$ cat src/rtl/vga_timing_gen_if.sv
// Pixel-side bundle of the VGA timing generator: renderer address/colour
// handshake, sync/colour to the pins, and frame bookkeeping strobes.
interface vga_timing_gen_if #(
  parameter int COLOUR_WIDTH    = 12,
  parameter int ADDR_WIDTH      = 10,
  parameter int FRAME_CNT_WIDTH = 16
);
  logic [COLOUR_WIDTH-1:0]    COLOUR_IN;
  logic                       PIX_TICK;
  logic [ADDR_WIDTH-1:0]      ADDRH;
  logic [ADDR_WIDTH-1:0]      ADDRV;
  logic                       DISPLAY_ACTIVE;
  logic                       LINE_START;
  logic                       FRAME_START;
  logic [FRAME_CNT_WIDTH-1:0] FRAME_COUNT;
  logic [COLOUR_WIDTH-1:0]    COLOUR_OUT;
  logic                       HS;
  logic                       VS;

  modport master (
    input  COLOUR_IN,
    output PIX_TICK, ADDRH, ADDRV, DISPLAY_ACTIVE, LINE_START, FRAME_START,
           FRAME_COUNT, COLOUR_OUT, HS, VS
  );

  modport slave (
    output COLOUR_IN,
    input  PIX_TICK, ADDRH, ADDRV, DISPLAY_ACTIVE, LINE_START, FRAME_START,
           FRAME_COUNT, COLOUR_OUT, HS, VS
  );
endinterface

$ cat src/rtl/vga_timing_gen.sv
// Parametrised VGA raster generator: pixel-enable divider, h/v counters,
// one-pixel registered colour/sync/active stage, line/frame strobes.
module vga_timing_gen #(
  parameter int CLK_DIV         = 4,
  parameter int H_DISPLAY       = 640,
  parameter int H_FRONT         = 16,
  parameter int H_PULSE         = 96,
  parameter int H_BACK          = 48,
  parameter int V_DISPLAY       = 480,
  parameter int V_FRONT         = 10,
  parameter int V_PULSE         = 2,
  parameter int V_BACK          = 33,
  parameter int HS_POL          = 0,
  parameter int VS_POL          = 0,
  parameter int COLOUR_WIDTH    = 12,
  parameter int ADDR_WIDTH      = 10,
  parameter int FRAME_CNT_WIDTH = 16
) (
  input  logic             CLK,
  input  logic             RESET,
  vga_timing_gen_if.master vga
);
  localparam int H_TOTAL  = H_DISPLAY + H_FRONT + H_PULSE + H_BACK;
  localparam int V_TOTAL  = V_DISPLAY + V_FRONT + V_PULSE + V_BACK;
  localparam int HS_START = H_DISPLAY + H_FRONT;
  localparam int HS_END   = HS_START + H_PULSE;
  localparam int VS_START = V_DISPLAY + V_FRONT;
  localparam int VS_END   = VS_START + V_PULSE;
  localparam int DIV_W    = (CLK_DIV > 1) ? $clog2(CLK_DIV) : 1;
  localparam logic HS_ACT = 1'(HS_POL);
  localparam logic VS_ACT = 1'(VS_POL);

  typedef logic [ADDR_WIDTH-1:0]      addr_t;
  typedef logic [DIV_W-1:0]           div_t;
  typedef logic [FRAME_CNT_WIDTH-1:0] fcnt_t;
  typedef logic [COLOUR_WIDTH-1:0]    col_t;

  div_t  div_q, div_d;
  logic  pix_tick_q, pix_tick_d;
  addr_t h_cnt_q, h_cnt_d, v_cnt_q, v_cnt_d;
  fcnt_t frame_cnt_q, frame_cnt_d;
  col_t  colour_q, colour_d;
  logic  active_q, active_d, hs_q, hs_d, vs_q, vs_d;
  logic  div_last, visible, h_last, v_last, hs_on, vs_on;

  always_comb begin
    div_last   = (div_q == div_t'(CLK_DIV - 1));
    visible    = (h_cnt_q < addr_t'(H_DISPLAY)) && (v_cnt_q < addr_t'(V_DISPLAY));
    h_last     = (h_cnt_q == addr_t'(H_TOTAL - 1));
    v_last     = (v_cnt_q == addr_t'(V_TOTAL - 1));
    hs_on      = (h_cnt_q >= addr_t'(HS_START)) && (h_cnt_q < addr_t'(HS_END));
    vs_on      = (v_cnt_q >= addr_t'(VS_START)) && (v_cnt_q < addr_t'(VS_END));

    div_d      = div_last ? '0 : div_q + div_t'(1);
    pix_tick_d = div_last;

    h_cnt_d     = h_cnt_q;
    v_cnt_d     = v_cnt_q;
    frame_cnt_d = frame_cnt_q;
    colour_d    = colour_q;
    active_d    = active_q;
    hs_d        = hs_q;
    vs_d        = vs_q;

    // Stage 1 samples the pre-advance counters, so colour, sync and the
    // active flag all describe the same pixel one period later.
    if (pix_tick_q) begin
      h_cnt_d  = h_last ? '0 : h_cnt_q + addr_t'(1);
      if (h_last) begin
        v_cnt_d = v_last ? '0 : v_cnt_q + addr_t'(1);
        if (v_last) frame_cnt_d = frame_cnt_q + fcnt_t'(1);
      end
      colour_d = visible ? vga.COLOUR_IN : '0;
      active_d = visible;
      hs_d     = hs_on ? HS_ACT : ~HS_ACT;
      vs_d     = vs_on ? VS_ACT : ~VS_ACT;
    end
  end

  always_ff @(posedge CLK or posedge RESET) begin
    if (RESET) begin
      div_q       <= '0;
      pix_tick_q  <= 1'b0;
      h_cnt_q     <= '0;
      v_cnt_q     <= '0;
      frame_cnt_q <= '0;
      colour_q    <= '0;
      active_q    <= 1'b0;
      hs_q        <= ~HS_ACT;
      vs_q        <= ~VS_ACT;
    end else begin
      div_q       <= div_d;
      pix_tick_q  <= pix_tick_d;
      h_cnt_q     <= h_cnt_d;
      v_cnt_q     <= v_cnt_d;
      frame_cnt_q <= frame_cnt_d;
      colour_q    <= colour_d;
      active_q    <= active_d;
      hs_q        <= hs_d;
      vs_q        <= vs_d;
    end
  end

  assign vga.PIX_TICK       = pix_tick_q;
  assign vga.ADDRH          = visible ? h_cnt_q : '0;
  assign vga.ADDRV          = visible ? v_cnt_q : '0;
  assign vga.LINE_START     = pix_tick_q && (h_cnt_q == '0);
  assign vga.FRAME_START    = pix_tick_q && (h_cnt_q == '0) && (v_cnt_q == '0);
  assign vga.FRAME_COUNT    = frame_cnt_q;
  assign vga.COLOUR_OUT     = colour_q;
  assign vga.DISPLAY_ACTIVE = active_q;
  assign vga.HS             = hs_q;
  assign vga.VS             = vs_q;
endmodule

$ cat src/flat_wrapper.sv
// flat-port wrapper written by rule: the top's interface ports become plain ports
module vga_timing_gen_flat 
#(
  parameter int CLK_DIV         = 4,
  parameter int H_DISPLAY       = 640,
  parameter int H_FRONT         = 16,
  parameter int H_PULSE         = 96,
  parameter int H_BACK          = 48,
  parameter int V_DISPLAY       = 480,
  parameter int V_FRONT         = 10,
  parameter int V_PULSE         = 2,
  parameter int V_BACK          = 33,
  parameter int HS_POL          = 0,
  parameter int VS_POL          = 0,
  parameter int COLOUR_WIDTH    = 12,
  parameter int ADDR_WIDTH      = 10,
  parameter int FRAME_CNT_WIDTH = 16
)
  (CLK, RESET, vga_COLOUR_IN, vga_PIX_TICK, vga_ADDRH, vga_ADDRV, vga_DISPLAY_ACTIVE, vga_LINE_START, vga_FRAME_START, vga_FRAME_COUNT, vga_COLOUR_OUT, vga_HS, vga_VS);
  vga_timing_gen_if #(.COLOUR_WIDTH(COLOUR_WIDTH), .ADDR_WIDTH(ADDR_WIDTH), .FRAME_CNT_WIDTH(FRAME_CNT_WIDTH)) vga_i ();
  input  logic CLK;
  input  logic RESET;
  input wire logic [$bits(vga_i.COLOUR_IN)-1:0] vga_COLOUR_IN;
  output wire logic [$bits(vga_i.PIX_TICK)-1:0] vga_PIX_TICK;
  output wire logic [$bits(vga_i.ADDRH)-1:0] vga_ADDRH;
  output wire logic [$bits(vga_i.ADDRV)-1:0] vga_ADDRV;
  output wire logic [$bits(vga_i.DISPLAY_ACTIVE)-1:0] vga_DISPLAY_ACTIVE;
  output wire logic [$bits(vga_i.LINE_START)-1:0] vga_LINE_START;
  output wire logic [$bits(vga_i.FRAME_START)-1:0] vga_FRAME_START;
  output wire logic [$bits(vga_i.FRAME_COUNT)-1:0] vga_FRAME_COUNT;
  output wire logic [$bits(vga_i.COLOUR_OUT)-1:0] vga_COLOUR_OUT;
  output wire logic [$bits(vga_i.HS)-1:0] vga_HS;
  output wire logic [$bits(vga_i.VS)-1:0] vga_VS;
  assign vga_i.COLOUR_IN = vga_COLOUR_IN;
  assign vga_PIX_TICK = vga_i.PIX_TICK;
  assign vga_ADDRH = vga_i.ADDRH;
  assign vga_ADDRV = vga_i.ADDRV;
  assign vga_DISPLAY_ACTIVE = vga_i.DISPLAY_ACTIVE;
  assign vga_LINE_START = vga_i.LINE_START;
  assign vga_FRAME_START = vga_i.FRAME_START;
  assign vga_FRAME_COUNT = vga_i.FRAME_COUNT;
  assign vga_COLOUR_OUT = vga_i.COLOUR_OUT;
  assign vga_HS = vga_i.HS;
  assign vga_VS = vga_i.VS;
  vga_timing_gen #(.CLK_DIV(CLK_DIV), .H_DISPLAY(H_DISPLAY), .H_FRONT(H_FRONT), .H_PULSE(H_PULSE), .H_BACK(H_BACK), .V_DISPLAY(V_DISPLAY), .V_FRONT(V_FRONT), .V_PULSE(V_PULSE), .V_BACK(V_BACK), .HS_POL(HS_POL), .VS_POL(VS_POL), .COLOUR_WIDTH(COLOUR_WIDTH), .ADDR_WIDTH(ADDR_WIDTH), .FRAME_CNT_WIDTH(FRAME_CNT_WIDTH)) u_core (.CLK(CLK), .RESET(RESET), .vga(vga_i));
endmodule
$ cat config.mk
export PLATFORM = sky130hd
export DESIGN_NAME = vga_timing_gen_flat
export DESIGN_NICKNAME = d
export VERILOG_FILES = /design/src/rtl/vga_timing_gen_if.sv /design/src/rtl/vga_timing_gen.sv /design/src/flat_wrapper.sv
export SDC_FILE = /design/constraint.sdc
export NUM_CORES = 1
export LEC_CHECK = 0
export CAP_MARGIN = 20
export CORE_ASPECT_RATIO = 1.75
export CORE_MARGIN = 4
export CORE_UTILIZATION = 30
export CTS_CLUSTER_SIZE = 28
export DETAILED_ROUTE_END_ITERATION = 6
export HOLD_SLACK_MARGIN = 0.12
export PLACE_DENSITY = 0.5
export SLEW_MARGIN = 5
export SYNTH_ARGS = -nofsm -noshare
export SYNTH_HDL_FRONTEND = slang
export SYNTH_SLANG_ARGS = --single-unit
$ cat constraint.sdc
create_clock -name CLK -period 2.4 [get_ports CLK]
set_input_delay 0.36 -clock CLK [delete_from_list [all_inputs] [get_ports CLK]]
set_output_delay 0.36 -clock CLK [all_outputs]
set_load 0.01 [all_outputs]
==> results.tsv, run 1 <==
stage	metric	value	unit
outcome	outcome	finished clean	
synth	post-synthesis instance total	277	
flow_run	Max-Cap Viols	0	
power	net switching component of the power	0.374	mW
sta	RSZ-0062 raised after global routing	no	
route	wirelength, routed	7.18	mm
power	Worst VDD drop	280	uV
power	combinational share of power	0.044	
power	Int Power	1.46	mW
worst_setup_path	Crit Path Category	reg -> out	
finish	number of diodes	0	
finish	final-layout fill cell count	911	
grt	Total Routing Usage GR	0.140	
grt	vias in the first global route	2250	
synth	count leader, synth	sky130_fd_sc_hd__dfrtp_1	
grt	global-route wire length before repair	11.7	mm
synth	share of the yosys chip area belonging to registers	0.478	
worst_setup_path	type of destination of the critical path	output pin	
worst_setup_path	arrival time worst endpoint	1900	ps
synth	number of synthesized flops with an enable pin	0	
floorplan	die footprint	0.0111	mm^2
worst_setup_path	endpoint of the most critical setup path	vga_LINE_START	
route	detail-routed via count per cell	4.81	
floorplan	die boundary width	81.4	um
worst_setup_path	crit path buf inv count	2	
finish	share of final-layout standard cells stronger than drive strength 1	0.142	
worst_setup_path	worst endpoint required time	2040	ps
min_path	Tightest Hold Check Type	in -> async	
worst_setup_path	startpoint type of the worst setup path	flip-flop	
synth	most area-consuming cells after synthesis	sky130_fd_sc_hd__dfrtp_1 46%, sky130_fd_sc_hd__xnor2_1 4.3%, sky130_fd_sc_hd__xor2_1 3.7%, sky130_fd_sc_hd__and2_1 3.1%, sky130_fd_sc_hd__ha_1 3.1%	
sta	final hold viol count	0	
worst_setup_path	number of cells traversed by the worst register-to-register path	7	
synth	most used flip-flop cell after synthesis	sky130_fd_sc_hd__dfrtp_1	
finish	total area of multi-input combinational cells	0.00132	mm^2
route	per-cell routed wire length	15.2	um
synth	library cell with the largest summed area after synthesis	sky130_fd_sc_hd__dfrtp_1	
sta	number of max-slew violations in the final report	0	
worst_setup_path	worst-case register-to-register setup slack	250	ps
floorplan	initial core utilization	0.309	
power	net switching fraction of the power	0.204	
synth	top cell type's share of synthesized area	0.460	
clock_tree	post-cts hold buffer count	0	
grt	number of antenna violations at the first check in global routing	0	
placed_design	final RePlAce weighted congestion	0.823	
synth	syn_area_per_cell	10.2	um^2
power	clock power share	0.451	
floorplan	core footprint	0.00915	mm^2
power	Final Total Pwr	1.83	mW
route	antenna violation net count after detailed routing	0	
clock_tree	worst-case clock buffer depth	2	
synth	number of distinct standard cells referenced by the synthesized netlist	45	
finish	post-synthesis to final-layout area growth	36.8	%
clock_tree	root buffer selected by CTS	sky130_fd_sc_hd__clkbuf_16	
synth	number of register bits inferred by synthesis	54	
route	Post-route DRC	0	
sta	final setup fails	0	
floorplan	Row Count	46	
grt	pin count of the biggest net entering global routing	55	
worst_setup_path	critical path, cell by cell	inv_1 -> ha_1 -> nor4b_2 -> and4b_1 -> clkdlybuf4s50_1	
route	iteration count of the initial detailed-routing pass	4	
sta	total negative slack	0	ps
clock_tree	number of buffers added by the clock tree synthesis step	5	
clock_tree	worst skew pair latency	300	ps
clock_tree	Clk pin slew, worst setup/hold paths	70	ps
worst_setup_path	terminus of the critical flop-to-flop path	u_core.vga.FRAME_COUNT[1]	
clock_tree	CTS HTree Levels	2	
finish	post-route cell area	0.00387	mm^2
synth	count of warnings emitted by yosys	0	
floorplan	Die Height	137	um
finish	Net count, final	373	
synth	Netlist Area Pre-Place	0.00283	mm^2
sta	time the worst path needs with I/O delays and setup	2260	ps
floorplan	IO Count	68	
route	DR vias	2275	
grt	aggregate global routing overflow	0	
worst_setup_path	peak per-stage delay on the critical path	550	ps
clock_tree	TritonCTS clock tree	yes	
sta	Achievable Freq	442	MHz
finish	sequential cell area	0.00135	mm^2
power	leakage dissipation	1.81	nW
synth	most instantiated cells after synthesis	52 x sky130_fd_sc_hd__dfrtp_1, 21 x sky130_fd_sc_hd__inv_1, 20 x sky130_fd_sc_hd__nand2_1	
placed_design	detailed placement HPWL	5.19	mm
route	drt first-iter violations	69	
clock_tree	number of sinks driven by the clock tree	54	
worst_setup_path	library cell contributing the largest single delay on the critical path	sky130_fd_sc_hd__clkdlybuf4s50_1	
worst_setup_path	critical path peak fanout	5	
worst_setup_path	Reg2Reg Launch Point	u_core.h_cnt_q[0]	
power	sequential share of power	0.505	
placed_design	post-detailed-placement cell area	0.00368	mm^2
sta	Clock Skew	3.87	ps
worst_setup_path	Crit. Startpoint	u_core.h_cnt_q[1]	
sta	share of the clock period used by the worst path after layout	0.942	
worst_setup_path	number of cells on the critical path	5	
power	ratio of total power to cell area	473	mW/mm^2
synth	net count of the mapped netlist	298	
synth	share of synthesized registers carrying an async set or reset	1.00	
worst_setup_path	family of cells with the greatest summed delay on the critical path	buffers and inverters	
placed_design	number of buffer cells added on primary ports	66	
[sequential cells by signal (all words and copies together), names as in the netlist]
| register | count |
|---|---|
| u_core.vga.HS | 1 |
| u_core.vga.VS | 1 |
| u_core.vga.COLOUR_OUT | 12 |
| u_core.h_cnt_q | 10 |
| u_core.div_q | 2 |
| u_core.vga.DISPLAY_ACTIVE | 1 |
| u_core.v_cnt_q | 10 |
| u_core.vga.PIX_TICK | 1 |
| u_core.vga.FRAME_COUNT | 16 |
[layout make-up]
class,instances,share of cell area
Inverter,21,0.0203
Clock buffer,6,0.0333
Clock inverter,2,0.00969
Multi-Input combinational cell,185,0.339
Sequential cell,54,0.349
Timing Repair Buffer,85,0.209
Tap cell,120,0.0388
[logic make-up after synthesis]
family / count (synthesis) / share of synthesized area
compound gates: 29 / 0.0619
xor+xnor: 27 / 0.0862
fa+ha+maj: 7 / 0.0309
buf+inv: 38 / 0.0636
flops: 54 / 0.478
mux: 4 / 0.0150
other cells: 1 / 0.00132
simple gates: 117 / 0.263
[metal layers]
metal	part of all wire	global-route usage	vias to the layer above
li1	-	-	1100
met1	0.39	0.157	1106
met2	0.55	0.253	59
met3	0.038	0.0231	10
met4	0.022	0.0573	0
met5	0	0	-
[worst reg2reg max path, delay by kind of cell, from the launching register on]
kind / cells / cell delay [ps]
buf+inv: 2 / 400
fa+ha+maj: 1 / 160
flops: 1 / 350
simple gates: 3 / 780
mux: 1 / 360
[how the worst min path moves through the flow]
| stage | start | endpoint | depth (start not counted) |
|---|---|---|---|
| 3_3_place_gp | u_core.div_q[0] | u_core.div_q[0] | 1 |
| 2_1_floorplan | u_core.div_q[0] | u_core.div_q[0] | 1 |
| 3_5_place_dp | u_core.div_q[0] | u_core.div_q[0] | 1 |
| 5_1_grt | u_core.div_q[0] | u_core.div_q[0] | 1 |
| 4_1_cts | u_core.div_q[0] | u_core.div_q[0] | 1 |
| 6_report | RESET | u_core.vga.COLOUR_OUT[11] | 3 |
[cell usage in the layout, fill, tap and decap left out, types with 3 or more instances in the layout]
cell type and n:
sky130_fd_sc_hd__nor4_4 4, sky130_fd_sc_hd__nor2_1 13, sky130_fd_sc_hd__xor2_1 12, sky130_fd_sc_hd__a21oi_1 4
sky130_fd_sc_hd__nor4_1 4, sky130_fd_sc_hd__o22ai_1 12, sky130_fd_sc_hd__or3_1 4, sky130_fd_sc_hd__inv_1 20
sky130_fd_sc_hd__and4_1 4, sky130_fd_sc_hd__clkbuf_16 5, sky130_fd_sc_hd__or2_2 3, sky130_fd_sc_hd__and3_1 5
sky130_fd_sc_hd__nor3_1 6, sky130_fd_sc_hd__and2_1 14, sky130_fd_sc_hd__clkdlybuf4s50_1 46, sky130_fd_sc_hd__dlygate4sd2_1 17
sky130_fd_sc_hd__ha_1 7, sky130_fd_sc_hd__dlymetal6s2s_1 3, sky130_fd_sc_hd__nand4_1 12, sky130_fd_sc_hd__o21ai_0 8
sky130_fd_sc_hd__nand2_1 20, sky130_fd_sc_hd__nand3_1 14, sky130_fd_sc_hd__buf_4 16, sky130_fd_sc_hd__dfrtp_1 52
sky130_fd_sc_hd__xnor2_1 14
[stage by stage]
stage,setup slack [ps],hold WS (ps),utilization,cells
after floorplan,467,403,-,277
after global placement,245,413,0.402,463
after global routing,11.7,456,0.423,473
final,140,419,0.423,473
after CTS,-43.5,432,0.421,473
after detailed placement,229,422,0.402,463
[power by group through the flow]
stage / Sequential (mW) / Combinational [mW] / Clock (mW)
2_1_floorplan: 0.948 / 0.0243 / 0
3_3_place_gp: 0.942 / 0.0836 / 0
3_5_place_dp: 0.943 / 0.0840 / 0
4_1_cts: 0.925 / 0.0843 / 0.856
5_1_grt: 0.926 / 0.0894 / 0.881
6_report: 0.925 / 0.0812 / 0.826
[repair_timing]
action	4_1_cts	5_1_grt
endpoints found under the setup margin	20	5
setup buffers	1	0
endpoints found under the hold margin	0	0
gates cloned	1	0
gates resized for setup	23	6
(Power assumes the default switching activity.)
==> run 2, diff against run 1 <==
- SETUP_SLACK_MARGIN: unset -> 0.15
==> run 2 against run 1 <==
Against the previous run:
- via count increased by 0.18%
- utilization fell by 0.082 points
- combinational power is essentially flat
- fmax up 3.6%
- clock-buffer cell count stayed put
- hold slack worse by 3.8 ps
- first-iteration DRC count up 23%
- cell count is the same
- total power hardly changed
- sequential power about the same
- sequential share of layout area increased by 0.068 points
- design area fell by 0.19%
==> results.tsv, run 2 (synthesis results as in run 1) <==
stage	metric	value	unit	change
finish	share of final-layout standard cells stronger than drive strength 1	0.156		+0.0142
finish	final core utilization	0.422		-0.000821
grt	vias in the first global route	2250		unchanged
grt	number of antenna violations at the first check in global routing	0		unchanged
route	wirelength, routed	7.19	mm	about the same
finish	number of diodes	0		unchanged
worst_setup_path	peak per-stage delay on the critical path	380	ps	-170 ps
route	drt first-iter violations	85		+23%
finish	Net count, final	373		unchanged
route	per-cell routed wire length	15.2	um	about the same
floorplan	IO Count	68		unchanged
route	iteration count of the initial detailed-routing pass	4		unchanged
clock_tree	number of sinks driven by the clock tree	54		unchanged
clock_tree	TritonCTS clock tree	yes		
grt	Total Routing Usage GR	0.140		unchanged
route	DR vias	2279		+0.18%
clock_tree	root buffer selected by CTS	sky130_fd_sc_hd__clkbuf_16		
worst_setup_path	critical path, cell by cell	and4_2 -> nand2b_1 -> nor2_4 -> buf_6 -> and2_1 -> dlygate4sd2_1		
clock_tree	worst skew pair latency	300	ps	about the same
outcome	outcome	finished clean		
clock_tree	Clk pin slew, worst setup/hold paths	70	ps	about the same
worst_setup_path	type of destination of the critical path	output pin		
power	ratio of total power to cell area	474	mW/mm^2	+0.22%
floorplan	die boundary width	81.4	um	unchanged
worst_setup_path	library cell contributing the largest single delay on the critical path	sky130_fd_sc_hd__dfrtp_1		
placed_design	detailed placement HPWL	5.19	mm	unchanged
floorplan	initial core utilization	0.309		unchanged
clock_tree	number of buffers added by the clock tree synthesis step	5		unchanged
sta	number of max-slew violations in the final report	0		unchanged
flow_run	Max-Cap Viols	0		unchanged
sta	final setup fails	0		unchanged
grt	global-route wire length before repair	11.7	mm	unchanged
floorplan	core footprint	0.00915	mm^2	unchanged
power	leakage dissipation	1.80	nW	-0.58%
worst_setup_path	Reg2Reg Launch Point	u_core.h_cnt_q[0]		
clock_tree	worst-case clock buffer depth	2		unchanged
floorplan	Row Count	46		unchanged
placed_design	post-detailed-placement cell area	0.00368	mm^2	unchanged
route	antenna violation net count after detailed routing	0		unchanged
worst_setup_path	Crit Path Category	reg -> out		
clock_tree	CTS HTree Levels	2		unchanged
worst_setup_path	worst endpoint required time	2040	ps	about the same
finish	post-route cell area	0.00387	mm^2	-0.19%
sta	RSZ-0062 raised after global routing	yes		
sta	final hold viol count	0		unchanged
worst_setup_path	worst-case register-to-register setup slack	360	ps	+110 ps
floorplan	die footprint	0.0111	mm^2	unchanged
route	detail-routed via count per cell	4.82		+0.18%
sta	share of the clock period used by the worst path after layout	0.909		-0.0325
finish	Largest register FFs	16		unchanged
worst_setup_path	critical path peak fanout	8		+3
sta	Clock Skew	4.76	ps	+0.887 ps
worst_setup_path	terminus of the critical flop-to-flop path	u_core.v_cnt_q[8]		
placed_design	final RePlAce weighted congestion	0.823		unchanged
worst_setup_path	number of cells traversed by the worst register-to-register path	7		unchanged
route	Post-route DRC	0		unchanged
grt	pin count of the biggest net entering global routing	55		unchanged
placed_design	number of buffer cells added on primary ports	66		unchanged
finish	post-synthesis to final-layout area growth	36.5	%	
finish	commonest non-fill, non-tap cells in the layout	52 x sky130_fd_sc_hd__dfrtp_1, 45 x sky130_fd_sc_hd__clkdlybuf4s50_1, 20 x sky130_fd_sc_hd__nand2_1, 20 x sky130_fd_sc_hd__inv_1, 16 x sky130_fd_sc_hd__buf_4		
min_path	Tightest Hold Check Type	in -> async		
worst_setup_path	arrival time worst endpoint	1820	ps	-80 ps
grt	aggregate global routing overflow	0		unchanged
sta	time the worst path needs with I/O delays and setup	2180	ps	-78.1 ps
power	Worst VDD drop	280	uV	+0.11%
sta	Achievable Freq	458	MHz	+3.6%
finish	most frequent standard cell in the layout excluding fill and tap cells	sky130_fd_sc_hd__dfrtp_1		
sta	worst slack on hold paths	415	ps	-3.83 ps
worst_setup_path	startpoint type of the worst setup path	flip-flop		
floorplan	Die Height	137	um	unchanged
==> run 2: cell count changes in the layout (fill, tap and decap cells not counted), sizes merged <==
cell	previous run	this run
clkdlybuf4s50	46	45
dlygate4sd2	17	14
clkbuf	6	10
==> run 2: area by class of cell <==
class / count / area (um^2)
multi-input cells: 185 / 1320
fillers: 910 / 5290
inverters: 21 / 78.8
well taps: 120 / 150
clock buffers: 6 / 129
flip-flops and latches: 54 / 1350
clock inverters: 2 / 37.5
repair buffers: 85 / 793
==> run 2: worst max path at each step <==
stage | slack (ps) | start | depth (start not counted) | to
3_3_place_gp | 250 | u_core.h_cnt_q[0] | 6 | vga_FRAME_START
5_1_grt | 140 | u_core.v_cnt_q[5] | 6 | vga_ADDRH[4]
2_1_floorplan | 470 | u_core.v_cnt_q[5] | 6 | vga_ADDRH[0]
3_5_place_dp | 230 | u_core.h_cnt_q[0] | 6 | vga_FRAME_START
6_report | 220 | u_core.v_cnt_q[8] | 6 | vga_ADDRV[8]
4_1_cts | -40 | u_core.v_cnt_q[8] | 6 | vga_ADDRH[2]
==> run 2: metrics by stage <==
step	setup TNS, ps	cells	worst slack (ps)	total power [mW]
6_report	0	473	218	1.83
4_1_cts	-129	473	-43.5	1.87
3_5_place_dp	0	463	229	1.03
3_3_place_gp	0	463	245	1.03
5_1_grt	0	473	145	1.90
2_1_floorplan	0	277	467	0.972
==> run 2: what timing repair did <==
action,CTS,global route
gates resized for setup,24,17
pin swaps,0,2
setup buffers,1,0
endpoints found under the setup margin,21,22
cloned,1,0
hold buffers,0,0
==> run 2: critical path, delay by kind of cell (launching register included) <==
kind | cells | cell delay, ps
buf+inv | 2 | 400
flops | 1 | 380
simple gates | 4 | 740
==> run 2: power breakdown <==
group	leakage, nW	switching [mW]	internal, mW
clock network	0.0771	0.333	0.493
registers	0.700	0.00498	0.920
logic	1.02	0.0366	0.0445
==> run 2: layer usage <==
layer	wire length [um]	part of all wire	GRT usage
met3	237	0.033	0.0231
met4	158	0.022	0.0573
met5	0	0	0
met1	2830	0.39	0.157
met2	3960	0.55	0.253
